[src/rtl/scene_sequencer_pkg.sv]
// Shared constants and state encoding for the sine-wave scene game.
// Latency: n/a (declarations only).
// Backpressure: n/a.
package scene_sequencer_pkg;

  localparam int V_ACTIVE     = 480;  // visible lines; frame tick at start of line V_ACTIVE
  localparam int WRAP         = 400;  // scroll period in pixels
  localparam int STEP_BASE    = 2;    // pixels per frame at speed 0
  localparam int INTRO_FRAMES = 60;   // frames spent in INTRO
  localparam int JUMP_FRAMES  = 16;   // jump duration in frames (even, <= 30)
  localparam int BLINK_LOG2   = 3;    // OVER blink half-period = 2**BLINK_LOG2 frames

  typedef enum logic [2:0] {
    ST_IDLE  = 3'd0,
    ST_INTRO = 3'd1,
    ST_RUN   = 3'd2,
    ST_PAUSE = 3'd3,
    ST_OVER  = 3'd4
  } state_t;

  // Triangular jump profile: rises 2 px per frame to the apex, then falls back to 0.
  function automatic logic [4:0] jump_profile(input int k, input int frames);
    if (k <= frames / 2) return 5'(2 * k);
    else                 return 5'(2 * (frames - k));
  endfunction

endpackage

[src/rtl/scene_sequencer_if.sv]
// Signal bundle between the video timing/compositor side and the scene sequencer.
// Latency: n/a (wiring only).
// Backpressure: none; all signals are level or single-cycle pulses.
// Ports: raster position, raw buttons, speed, hit in; tick, state, scroll, player controls, score out.
interface scene_sequencer_if;
  logic [9:0] hpos;
  logic [9:0] vpos;
  logic       btn_start;
  logic       btn_pause;
  logic       btn_jump;
  logic [1:0] speed;
  logic       hit;
  logic       frame_tick;
  logic [2:0] state;
  logic [9:0] x_offset;
  logic       show_player;
  logic [4:0] jump_lift;
  logic [7:0] score;

  modport master (
    output hpos, vpos, btn_start, btn_pause, btn_jump, speed, hit,
    input  frame_tick, state, x_offset, show_player, jump_lift, score
  );

  modport slave (
    input  hpos, vpos, btn_start, btn_pause, btn_jump, speed, hit,
    output frame_tick, state, x_offset, show_player, jump_lift, score
  );
endinterface

[src/rtl/scene_sequencer_btn.sv]
// Button conditioner: 2-FF synchroniser, rising-edge detect, pending flag.
// Latency: an input edge sets pend 3 clocks later.
// Backpressure: none; clr drops older events, an edge arriving on the clr cycle survives.
// Ports: clk, rst_n, btn (async raw), clr (frame tick), pend (event waiting for next tick).
module btn_sync_pend (
  input  logic clk,
  input  logic rst_n,
  input  logic btn,
  input  logic clr,
  output logic pend
);
  logic [2:0] sh;   // [1:0] synchroniser, [2] previous synced level
  logic       rise;

  assign rise = sh[1] & ~sh[2];

  always_ff @(posedge clk or negedge rst_n) begin
    if (!rst_n) begin
      sh   <= '0;
      pend <= 1'b0;
    end else begin
      sh   <= {sh[1:0], btn};
      // On clear the flag restarts from this cycle's edge so it is not lost.
      pend <= clr ? rise : (pend | rise);
    end
  end
endmodule

[src/rtl/scene_sequencer.sv]
// Frame-synchronous game sequencer: idle -> intro -> run <-> pause -> over.
// Latency: frame_tick one clock after hpos==0 && vpos==V_ACTIVE; other outputs update the clock after.
// Backpressure: none; button events are merged per frame and sampled on the tick.
// Ports: clk, rst_n, bus (slave: raster/buttons/speed/hit in; tick/state/scroll/player/score out).
module scene_sequencer
  import scene_sequencer_pkg::*;
(
  input  logic               clk,
  input  logic               rst_n,
  scene_sequencer_if.slave   bus
);
  localparam int INTRO_W = $clog2(INTRO_FRAMES);
  localparam int JUMP_W  = $clog2(JUMP_FRAMES + 1);

  logic                  tick_q;
  logic                  start_p, pause_p, jump_p;
  logic                  hit_act, hit_seen_q;
  state_t                state_q, state_n;
  logic [9:0]            off_q, off_n;
  logic                  show_q, show_n;
  logic [JUMP_W-1:0]     jcnt_q, jcnt_n;      // 0 = no jump, else frame index 1..JUMP_FRAMES
  logic [7:0]            score_q, score_n;
  logic [INTRO_W-1:0]    intro_q, intro_n;
  logic [BLINK_LOG2-1:0] blink_q, blink_n;
  logic [10:0]           sum;

  btn_sync_pend u_start (.clk(clk), .rst_n(rst_n), .btn(bus.btn_start), .clr(tick_q), .pend(start_p));
  btn_sync_pend u_pause (.clk(clk), .rst_n(rst_n), .btn(bus.btn_pause), .clr(tick_q), .pend(pause_p));
  btn_sync_pend u_jump  (.clk(clk), .rst_n(rst_n), .btn(bus.btn_jump),  .clr(tick_q), .pend(jump_p));

  // Overlap only counts while the beam is in the visible area.
  assign hit_act = bus.hit && (bus.vpos < 10'(V_ACTIVE));
  assign sum     = {1'b0, off_q} + 11'(STEP_BASE * (int'(bus.speed) + 1));

  always_ff @(posedge clk or negedge rst_n) begin
    if (!rst_n) begin
      tick_q     <= 1'b0;
      hit_seen_q <= 1'b0;
      state_q    <= ST_IDLE;
      off_q      <= '0;
      show_q     <= 1'b0;
      jcnt_q     <= '0;
      score_q    <= '0;
      intro_q    <= '0;
      blink_q    <= '0;
    end else begin
      tick_q     <= (bus.hpos == 10'd0) && (bus.vpos == 10'(V_ACTIVE));
      hit_seen_q <= tick_q ? hit_act : (hit_seen_q | hit_act);
      state_q    <= state_n;
      off_q      <= off_n;
      show_q     <= show_n;
      jcnt_q     <= jcnt_n;
      score_q    <= score_n;
      intro_q    <= intro_n;
      blink_q    <= blink_n;
    end
  end

  always_comb begin
    state_n = state_q;
    off_n   = off_q;
    show_n  = show_q;
    jcnt_n  = jcnt_q;
    score_n = score_q;
    intro_n = intro_q;
    blink_n = blink_q;
    if (tick_q) begin
      unique case (state_q)
        ST_IDLE: begin
          off_n  = '0;
          show_n = 1'b0;
          jcnt_n = '0;
          if (start_p) begin
            state_n = ST_INTRO;
            score_n = '0;
            show_n  = 1'b1;
            intro_n = '0;
          end
        end
        ST_INTRO: begin
          show_n = 1'b1;
          if (intro_q == INTRO_W'(INTRO_FRAMES - 1)) state_n = ST_RUN;
          else                                       intro_n = intro_q + INTRO_W'(1);
        end
        ST_RUN: begin
          if (sum >= 11'(WRAP)) begin
            off_n = 10'(sum - 11'(WRAP));
            if (score_q != 8'hFF) score_n = score_q + 8'd1;
          end else begin
            off_n = sum[9:0];
          end
          // A press while a jump is in flight is simply dropped.
          if (jcnt_q != '0)
            jcnt_n = (jcnt_q == JUMP_W'(JUMP_FRAMES)) ? '0 : jcnt_q + JUMP_W'(1);
          else if (jump_p)
            jcnt_n = JUMP_W'(1);
          if (hit_seen_q) begin
            state_n = ST_OVER;
            jcnt_n  = '0;
            blink_n = '0;
          end else if (pause_p) begin
            state_n = ST_PAUSE;
          end
        end
        ST_PAUSE: begin
          if (pause_p) state_n = ST_RUN;
        end
        ST_OVER: begin
          blink_n = blink_q + BLINK_LOG2'(1);
          if (blink_q == '1) show_n = ~show_q;
          if (start_p) begin
            state_n = ST_IDLE;
            off_n   = '0;
            score_n = '0;
            jcnt_n  = '0;
            show_n  = 1'b0;
          end
        end
        default: state_n = ST_IDLE;
      endcase
    end
  end

  assign bus.frame_tick  = tick_q;
  assign bus.state       = state_q;
  assign bus.x_offset    = off_q;
  assign bus.show_player = show_q;
  assign bus.jump_lift   = jump_profile(int'(jcnt_q), JUMP_FRAMES);
  assign bus.score       = score_q;
endmodule

[src/flat_wrapper.sv]
// flat-port wrapper written by rule: the top's interface ports become plain ports
module scene_sequencer_flat import scene_sequencer_pkg::*;
  (clk, rst_n, bus_hpos, bus_vpos, bus_btn_start, bus_btn_pause, bus_btn_jump, bus_speed, bus_hit, bus_frame_tick, bus_state, bus_x_offset, bus_show_player, bus_jump_lift, bus_score);
  scene_sequencer_if bus_i ();
  input  logic clk;
  input  logic rst_n;
  input wire logic [$bits(bus_i.hpos)-1:0] bus_hpos;
  input wire logic [$bits(bus_i.vpos)-1:0] bus_vpos;
  input wire logic [$bits(bus_i.btn_start)-1:0] bus_btn_start;
  input wire logic [$bits(bus_i.btn_pause)-1:0] bus_btn_pause;
  input wire logic [$bits(bus_i.btn_jump)-1:0] bus_btn_jump;
  input wire logic [$bits(bus_i.speed)-1:0] bus_speed;
  input wire logic [$bits(bus_i.hit)-1:0] bus_hit;
  output wire logic [$bits(bus_i.frame_tick)-1:0] bus_frame_tick;
  output wire logic [$bits(bus_i.state)-1:0] bus_state;
  output wire logic [$bits(bus_i.x_offset)-1:0] bus_x_offset;
  output wire logic [$bits(bus_i.show_player)-1:0] bus_show_player;
  output wire logic [$bits(bus_i.jump_lift)-1:0] bus_jump_lift;
  output wire logic [$bits(bus_i.score)-1:0] bus_score;
  assign bus_i.hpos = bus_hpos;
  assign bus_i.vpos = bus_vpos;
  assign bus_i.btn_start = bus_btn_start;
  assign bus_i.btn_pause = bus_btn_pause;
  assign bus_i.btn_jump = bus_btn_jump;
  assign bus_i.speed = bus_speed;
  assign bus_i.hit = bus_hit;
  assign bus_frame_tick = bus_i.frame_tick;
  assign bus_state = bus_i.state;
  assign bus_x_offset = bus_i.x_offset;
  assign bus_show_player = bus_i.show_player;
  assign bus_jump_lift = bus_i.jump_lift;
  assign bus_score = bus_i.score;
  scene_sequencer u_core (.clk(clk), .rst_n(rst_n), .bus(bus_i));
endmodule
[config.mk]
export PLATFORM = sky130hd
export DESIGN_NAME = scene_sequencer_flat
export DESIGN_NICKNAME = d
export VERILOG_FILES = /design/src/rtl/scene_sequencer_pkg.sv /design/src/rtl/scene_sequencer_if.sv /design/src/rtl/scene_sequencer_btn.sv /design/src/rtl/scene_sequencer.sv /design/src/flat_wrapper.sv
export SDC_FILE = /design/constraint.sdc
export NUM_CORES = 1
export LEC_CHECK = 0
export ABC_AREA = 1
export ABC_CLOCK_PERIOD_IN_PS = 7600
export CAP_MARGIN = 40
export CORE_MARGIN = 4
export CORE_UTILIZATION = 56
export CTS_BUF_LIST = sky130_fd_sc_hd__clkbuf_4 sky130_fd_sc_hd__clkbuf_8 sky130_fd_sc_hd__clkbuf_16
export DETAILED_ROUTE_END_ITERATION = 7
export PLACE_DENSITY = 0.95
export SLEW_MARGIN = 20
export SYNTH_ARGS = -nofsm -noshare
export SYNTH_HDL_FRONTEND = slang
export SYNTH_SLANG_ARGS = --single-unit
[constraint.sdc]
create_clock -name clk -period 7.6 [get_ports clk]
set_clock_uncertainty 0.2 [all_clocks]
set_input_delay 0.76 -clock clk [delete_from_list [all_inputs] [get_ports clk]]
set_output_delay 0.76 -clock clk [all_outputs]
set_load 0.01 [all_outputs]
==> results.toml, run 1 <==
[run_status]
status = "finished clean"

[power_and_ir_drop]
powerDensity_mw_per_mm2 = 129.0
power.share.sequential_pct = 55.8
p_switching_mw = 0.1068
sw_frac_of_total_pct = 22.63
peakVddDrop_mv = 0.09308
intPower_mw = 0.3653
power_frac_clock_pct = 35.3
power_frac_comb_pct = 8.9
leakagePower_nw = 1.756

[detailed_routing]
wl_met3_um = 381
wl_met1_mm = 2.876
drtAntennaViolNets = 0
num_vias = 2752
post_drt_wl_per_cell_um = 13.46
vias_per_cell = 5.471
routed_wl_mm = 6.770
route.met2.wl_mm = 3.396
top_layer = "met4"
drc = 0
drt-initial-drc-count = 236
firstDrtPassIters = 4

[logic_synthesis]
synth_top_family_by_area = "simple AND/OR/NAND/NOR gates"
yosysTopAreaCell = "dfrtp_1"
synth-compound-area-share_pct = 11.25
synth-simple-area-share_pct = 32.36
yosys.area_share.xor_xnor_pct = 2.378
synthMuxAreaShare_pct = 0
synth_area_mm2 = 0.002947
seq_area_frac_synth_pct = 41.61
synth_edf_count = 0
yosys-top-cells-count = "nand2_1 (102), dfrtp_1 (49), inv_1 (36)"
synth_top_area_share_pct = 41.61
synth_area_leaders = "dfrtp_1 (42%), nand2_1 (13%), ha_1 (5.1%)"
yosysMostFrequentCell = "nand2_1"
synth-warning-count = 0
async_flop_share_pct = 100.0
yosys.area_share.adder_pct = 5.775
netlist_instances = 374
synth.distinct_cells = 37
synth.avg_cell_area_um2 = 7.879
synth_ff_type = "dfrtp_1"
ys_ff_latch = 49

[die]
io_pins = 56
die_area_mm2 = 0.006486
core_area_mm2 = 0.005107
initial_core_util_pct = 57.69
rows = 26
die_w_um = 80.54
die_y_um = 80.54

[global_routing]
antenna_found_initial = 0
track_usage_pct = 22.23
grt_pass1_wl_mm = 11.39
grt_pass1_vias = 2716
grt_overflow = 0
grt_max_degree = 32

[timing]
hold_violations = 0
period_needed_ns = 3.470
final_max_slew_viol_count = 0
setup_viol = 0
setup_tns_ns = 0
grt_setup_unrepaired = "no"
fin_crit_sh_pct = 45.66
fmax_ghz = 0.2882

[cells_and_area]
post-route-util_pct = 71.63
fill_cells = 401
fin_nets = 473
diodes = 0
finalNonFillerCells = 503
syn2layout_area_growth_pct = 24.16
layout-drive-gt1-share_pct = 9.700

[clock_network]
clk_latency_ns = 0.30
clock_sinks = 49
cts_resized = 0
htreeDepth = 2
cts_hold_buffers = 0
cts_buffers = 5
tritoncts = "done"
root_buffer = "clkbuf_8"
cts_buffer_depth = 2
clkTransAtPathRegs_ns = 0.09
post_cts_buffers = 0

[min_path]
holdCritPathClass = "flop to flop"

[place]
dp.cells = 495
dp_hpwl_mm = 5.306
globalplace.congestion = 0.8271
portBuffers = 53

[critical_path]
start_kind = "input pin"
arrival_ns = 3.47
path_class = "input pin to flop"
required_ns = 7.60
end_kind = "flop"
cp_max_fo = 9

[flow_run]
cap_violations = 0
[state kept, by name, indices dropped and copies added, names as in the netlist, 3 cells and up]
register	cells
u_core.u_pause.sh	3
u_core.jcnt_q	5
u_core.bus.state	3
u_core.intro_q	6
u_core.u_start.sh	3
u_core.blink_q	3
u_core.u_jump.sh	3
u_core.bus.score	8
u_core.bus.x_offset	9
[cells in the final DEF (no fill, tap or decap), types with 2 or more instances in the layout]
cell,count
conb_1,2
o21ai_0,23
o41ai_1,2
o31ai_1,3
nor4_1,4
o22ai_1,3
ha_1,12
nor2_4,2
nand3_4,3
xor2_1,7
inv_1,36
nand2_1,102
clkdlybuf4s50_1,52
nand3_2,2
nand4_1,11
a22o_1,2
nor3_1,7
dfrtp_1,49
o21ai_1,3
nand2_2,5
clkbuf_8,7
nor2_2,7
nand3_1,29
inv_2,8
a21oi_1,12
nor2_1,26
[per-stage QoR]
step           area [µm²]  power [mW]  hold WS, ns  setup slack [ns]
6_report             3659      0.4721       0.1574             4.130
3_3_place_gp         3537      0.3075       0.1325             3.955
4_1_cts              3659      0.4749       0.1558             4.132
2_1_floorplan        2950      0.2871       0.1312             4.506
3_5_place_dp         3557      0.3108       0.1365             3.807
5_1_grt              3659      0.4928       0.1578             3.879
[critical path, cell delays in order]
cell	delay, ns
clkdlybuf4s50_1	0.43
ha_1	0.36
fa_1	0.46
nand3_1	0.12
nand2_1	0.09
nand2_1	0.07
nand2_1	0.07
inv_1	0.11
ha_1	0.15
nor3b_1	0.17
nand2_1	0.09
nand3_2	0.10
nand2_4	0.09
nand3_4	0.13
nand3_4	0.13
nand2_1	0.10
nand2_1	0.05
[final cells by class]
type / count / area (µm²) / share of cell area (%)
multi-input cells: 278 / 1533 / 41.89
flip-flops and latches: 49 / 1226 / 33.52
repair buffers: 54 / 545.5 / 14.91
inverters: 44 / 165.2 / 4.514
clock buffers: 7 / 96.34 / 2.633
well taps: 70 / 87.58 / 2.394
clock inverters: 1 / 5.005 / 0.1368
[cells by family after synthesis]
group | count (synthesis)
AO/OA/AOI/OAI | 54
XOR/XNOR | 8
adder cells (fa/ha/maj) | 13
buffers and inverters | 48
flip-flops | 49
other | 1
AND/OR/NAND/NOR | 201
[power groups by stage]
stage | sequential [mW] | combinational [mW] | clock [mW]
6_report | 0.264 | 0.0419 | 0.167
5_1_grt | 0.264 | 0.0465 | 0.182
4_1_cts | 0.264 | 0.0421 | 0.169
3_5_place_dp | 0.269 | 0.0419 | 0
3_3_place_gp | 0.269 | 0.0388 | 0
2_1_floorplan | 0.269 | 0.0184 | 0
[worst paths after layout]
check / from / to / slack [ns] / cells past startpoint
min in group asynchronous: rst_n / u_core.bus.score[2] / 0.19 / 1
setup / recovery: bus_speed[0] / u_core.bus.score[5] / 4.13 / 17
hold / removal: u_core.u_jump.sh[0] / u_core.u_jump.sh[1] / 0.16 / 0
hold reg to reg: u_core.u_jump.sh[0] / u_core.u_jump.sh[1] / 0.16 / 0
max in group asynchronous: rst_n / u_core.jcnt_q[3] / 6.50 / 2
setup reg to reg: u_core.bus.x_offset[1] / u_core.bus.score[5] / 4.74 / 16
[routing by layer]
layer | vias up | GRT usage, %
met2 | 97 | 38.33
met1 | 1286 | 26.91
li1 | 1358 | -
met3 | 11 | 4.260
met5 | - | 0
met4 | 0 | 9.628
Power figures use the tool's default switching activity.
==> run 2: changes to the inputs <==
- ABC_CLOCK_PERIOD_IN_PS: 7600 -> 2900
- CORE_UTILIZATION: 56 -> 47
- PLACE_DENSITY: 0.95 -> 0.87
- clock period: 7.6 -> 2.9 ns (I/O delays scaled with it)
==> run 2 against run 1 <==
Compared with the run above: non-clock buffer count is 12 higher; clock-buffer cell count unchanged; sequential power increased to 2.6 times the previous value; combinational power grew to 2.9 times the previous value; global-route usage is 3.3 points lower; cell count is 3.4% higher; via count is 0.11% higher; critical path depth shrank 1; worst setup slack got worse by 3.9 ns; cell area increased by 3.8%; total power rose to 2.6 times the previous value; largest cell class unchanged; largest power group unchanged; highest routed layer unchanged.
==> results.toml, run 2 (synthesized netlist as in run 1, its figures left out) <==
[detailed_routing]
post_drt_wl_per_cell_um = 12.99
drc = 0
drtAntennaViolNets = 0
firstDrtPassIters = 4
drt-initial-drc-count = 142
routed_wl_mm = 6.755
num_vias = 2755
vias_per_cell = 5.298

[cells_and_area]
post-route-util_pct = 63.39
fin_nets = 485
syn2layout_area_growth_pct = 28.87
final_cell_area_mm2 = 0.003797
largest_reg_flops = 9
final_cell_mix = "nand2_1 (96), clkdlybuf4s50_1 (50), dfrtp_1 (49)"
final_common_cell = "nand2_1"
diodes = 0
layout-drive-gt1-share_pct = 13.93
finalNonFillerCells = 520

[clock_network]
cts_buffer_depth = 2
clk_latency_ns = 0.30
clock_sinks = 49
htreeDepth = 2
root_buffer = "clkbuf_8"
clkTransAtPathRegs_ns = 0.09
cts_buffers = 5
tritoncts = "done"

[place]
globalplace.congestion = 0.8913
dp_hpwl_mm = 5.232
post-place-ws_ns = -0.3421
portBuffers = 53
dp.cells = 510
place_area_mm2 = 0.003626

[timing]
final_max_slew_viol_count = 0
fin_ws_ns = 0.2043
fmax_ghz = 0.3710
fin_crit_sh_pct = 92.95
hold_violations = 0
period_needed_ns = 2.696
setup_tns_ns = 0
setup_viol = 0
holdWs_ns = 0.1538

[run_status]
status = "finished clean"

[global_routing]
grt_overflow = 0
track_usage_pct = 18.97
grt_pass1_vias = 2772
antenna_found_initial = 0
grt_pass1_wl_mm = 11.76
grt_max_degree = 29

[critical_path]
path_class = "flop to flop"
arrival_ns = 2.68
cp_max_fo = 8
start_kind = "flop"
end_kind = "flop"
required_ns = 2.88

[die]
io_pins = 56
core_area_mm2 = 0.005991
die_area_mm2 = 0.007600
die_w_um = 87.18
die_y_um = 87.18
rows = 28
initial_core_util_pct = 49.19

[min_path]
holdCritPathClass = "flop to flop"

[power_and_ir_drop]
leakagePower_nw = 1.836
power.total_mw = 1.239
peakVddDrop_mv = 0.2754
powerDensity_mw_per_mm2 = 326.3

[flow_run]
cap_violations = 0
## run 2: critical path, cell delays in order, from the launching register on
cell,delay [ns]
dfrtp_1,0.40
ha_1,0.25
fa_2,0.36
nand3_1,0.11
nand2_1,0.08
nand2_1,0.07
nand2_1,0.06
inv_1,0.08
ha_1,0.14
nor3b_2,0.15
nand2_1,0.08
nand3_2,0.10
nand2_4,0.08
nand3_4,0.10
nand3_4,0.16
nand2_1,0.11
nand2_1,0.06
## run 2: worst paths after layout
kind,start,to,slack [ns],cells after the start
setup / recovery,u_core.bus.x_offset[1],u_core.bus.score[0],0.20,16
max in group asynchronous,rst_n,u_core.u_jump.sh[2],1.48,3
hold reg to reg,u_core.u_start.sh[0],u_core.u_start.sh[1],0.15,0
setup reg to reg,u_core.bus.x_offset[1],u_core.bus.score[0],0.20,16
hold / removal,u_core.u_start.sh[0],u_core.u_start.sh[1],0.15,0
min in group asynchronous,rst_n,u_core.u_start.sh[0],0.28,2
## run 2: cell type report
type                            instances  area, µm²
Fill cell                             502       2193
Multi-Input combinational cell        278       1568
Sequential cell                        49       1226
Timing Repair Buffer                   66      643.1
Inverter                               44      165.2
Clock buffer                            7      96.34
Tap cell                               75      93.84
Clock inverter                          1      5.005
## run 2: repair_timing
action	4_1_cts	5_1_grt
resized for setup	2	9
buffers inserted	0	1
hold buffers	1	0
endpoints found under the hold margin	21	0
endpoints found under the setup margin	8	14
pin swaps	0	2
## run 2: routing by layer
layer | global-route usage, % | share of wire [%] | up-vias
li1 | - | - | 1377
met1 | 23.16 | 42 | 1300
met2 | 33.82 | 50 | 69
met3 | 3.690 | 5.9 | 9
met4 | 5.579 | 1.5 | 0
met5 | 0 | 0 | -
## run 2: where the power goes
part / switching, mW / internal (mW) / total, mW
combinational: 0.0583 / 0.0613 / 0.120
sequential: 0.00220 / 0.689 / 0.691
clock: 0.213 / 0.216 / 0.429
total: 0.273 / 0.966 / 1.24
==> run 3: changes to the inputs <==
- CORE_UTILIZATION: 47 -> 40
- PLACE_DENSITY: 0.87 -> 0.78
==> run 3 against run 2 <==
Compared with the run above: global-route usage fell by 2.8 points; combinational power rose by 3%; register-to-register slack improved by 0.08 ns; maximum frequency rose by 0.15%; flip-flop and latch count did not move; cell area rose by 1.0%; critical path depth did not move; first-iteration DRC count rose by 25%; total power rose by 5.9%.
==> results.toml, run 3 (synthesized netlist as in run 1, its figures left out) <==
[detailed_routing]
post_drt_wl_per_cell_um = 12.40
drtAntennaViolNets = 0
num_vias = 2796
vias_per_cell = 5.112
drt-initial-drc-count = 178
drc = 0
routed_wl_mm = 6.781
firstDrtPassIters = 4

[clock_network]
tritoncts = "done"
clk_latency_ns = 0.31
cts_buffer_depth = 2
cts_buffers = 5
clock_sinks = 49
clkTransAtPathRegs_ns = 0.09
htreeDepth = 2
root_buffer = "clkbuf_8"

[die]
die_y_um = 93.83
io_pins = 56
initial_core_util_pct = 40.84
die_w_um = 93.83
core_area_mm2 = 0.007214
rows = 31
die_area_mm2 = 0.008803

[global_routing]
antenna_found_initial = 0
grt_pass1_vias = 2725
grt_max_degree = 50
track_usage_pct = 16.22
grt_pass1_wl_mm = 11.59
grt_overflow = 0

[timing]
hold_violations = 0
worst_pin_slew_ns = 0.6185
fin_crit_sh_pct = 92.82
final_max_slew_viol_count = 0
fmax_ghz = 0.3715
period_needed_ns = 2.692
setup_tns_ns = 0
grt_setup_unrepaired = "no"
setup_viol = 0
maxSlewHeadroom_pct = 58.77

[power_and_ir_drop]
leakagePower_nw = 1.829
peakVddDrop_mv = 0.2764
powerDensity_mw_per_mm2 = 342.2
power.total_mw = 1.313

[critical_path]
path_class = "input pin to flop"
required_ns = 2.91
arrival_ns = 2.70
end_kind = "flop"
cp_max_fo = 6
rrSetupSlack_ns = 0.28
start_kind = "input pin"

[min_path]
holdCritPathClass = "flop to flop"

[place]
portBuffers = 53
globalplace.congestion = 0.8301
dp_hpwl_mm = 5.151

[run_status]
status = "finished clean"

[cells_and_area]
largest_reg_flops = 9
fill_cells = 688
final_common_cell = "nand2_1"
syn2layout_area_growth_pct = 30.19
final_cell_mix = "nand2_1 (102), clkdlybuf4s50_1 (51), dfrtp_1 (49)"
layout-drive-gt1-share_pct = 13.17
diodes = 0
regArea_mm2 = 0.001226
fin_nets = 488
post-route-util_pct = 53.17
multi_input_comb_area_mm2 = 0.001563

[flow_run]
cap_violations = 0
## run 3: stage by stage
step | instances | hold slack (ns) | area (µm²) | setup slack (ns)
final | 547 | 0.1567 | 3836 | 0.2083
after global routing | 547 | 0.1724 | 3836 | 0.0003837
after CTS | 544 | 0.1616 | 3789 | 0.04395
after detailed placement | 535 | 0.1396 | 3664 | -0.2787
after global placement | 535 | 0.1327 | 3664 | -0.1685
after floorplan | 375 | -0.2056 | 2950 | 0.2579
## run 3: final timing paths
path	start	end	cells after the start
max	bus_speed[1]	u_core.bus.score[6]	16
min	u_core.u_jump.sh[0]	u_core.u_jump.sh[1]	0
max reg2reg	u_core.bus.x_offset[1]	u_core.bus.score[6]	15
min reg2reg	u_core.u_jump.sh[0]	u_core.u_jump.sh[1]	0
max in group asynchronous	rst_n	u_core.blink_q[0]	3
min in group asynchronous	rst_n	u_core.u_start.sh[0]	3
## run 3: cell type report
| type | instances | area share [%] |
|---|---|---|
| multi-input cells | 279 | 40.74 |
| flip-flops and latches | 49 | 31.96 |
| repair buffers | 68 | 16.76 |
| inverters | 44 | 4.305 |
| well taps | 99 | 3.229 |
| clock buffers | 5 | 1.794 |
| clock inverters | 3 | 1.207 |
## run 3: timing repair
| action | 4_1_cts | 5_1_grt |
|---|---|---|
| setup buffers | 0 | 2 |
| hold buffers | 1 | 0 |
| setup endpoints to repair | 0 | 14 |
| hold endpoints to repair | 49 | 0 |
| gates resized for setup | 0 | 4 |
## run 3: layer usage
metal | GRT usage, % | share of wire, % | up-vias
li1 | - | - | 1389
met5 | 0 | 0 | -
met1 | 19.05 | 42 | 1313
met2 | 28.62 | 50 | 83
met4 | 6.137 | 2.1 | 0
met3 | 3.686 | 6.2 | 11
## run 3: worst max-delay path: stages
cell             delay [ns]
clkdlybuf4s50_1        0.50
ha_4                   0.22
fa_2                   0.35
nand3_1                0.10
nand3_1                0.07
nand2_1                0.09
inv_1                  0.06
ha_1                   0.18
nor3b_2                0.15
nand2_1                0.08
nand3_2                0.10
nand2_4                0.12
buf_4                  0.12
nand3_2                0.09
nand4_1                0.11
nand2_1                0.06
## run 3: report_power, final
part | switching [mW] | leakage, nW | internal (mW)
sequential | 0.00196 | 0.606 | 0.689
clock | 0.240 | 0.0543 | 0.258
combinational | 0.0597 | 1.17 | 0.0643
total | 0.301 | 1.83 | 1.01
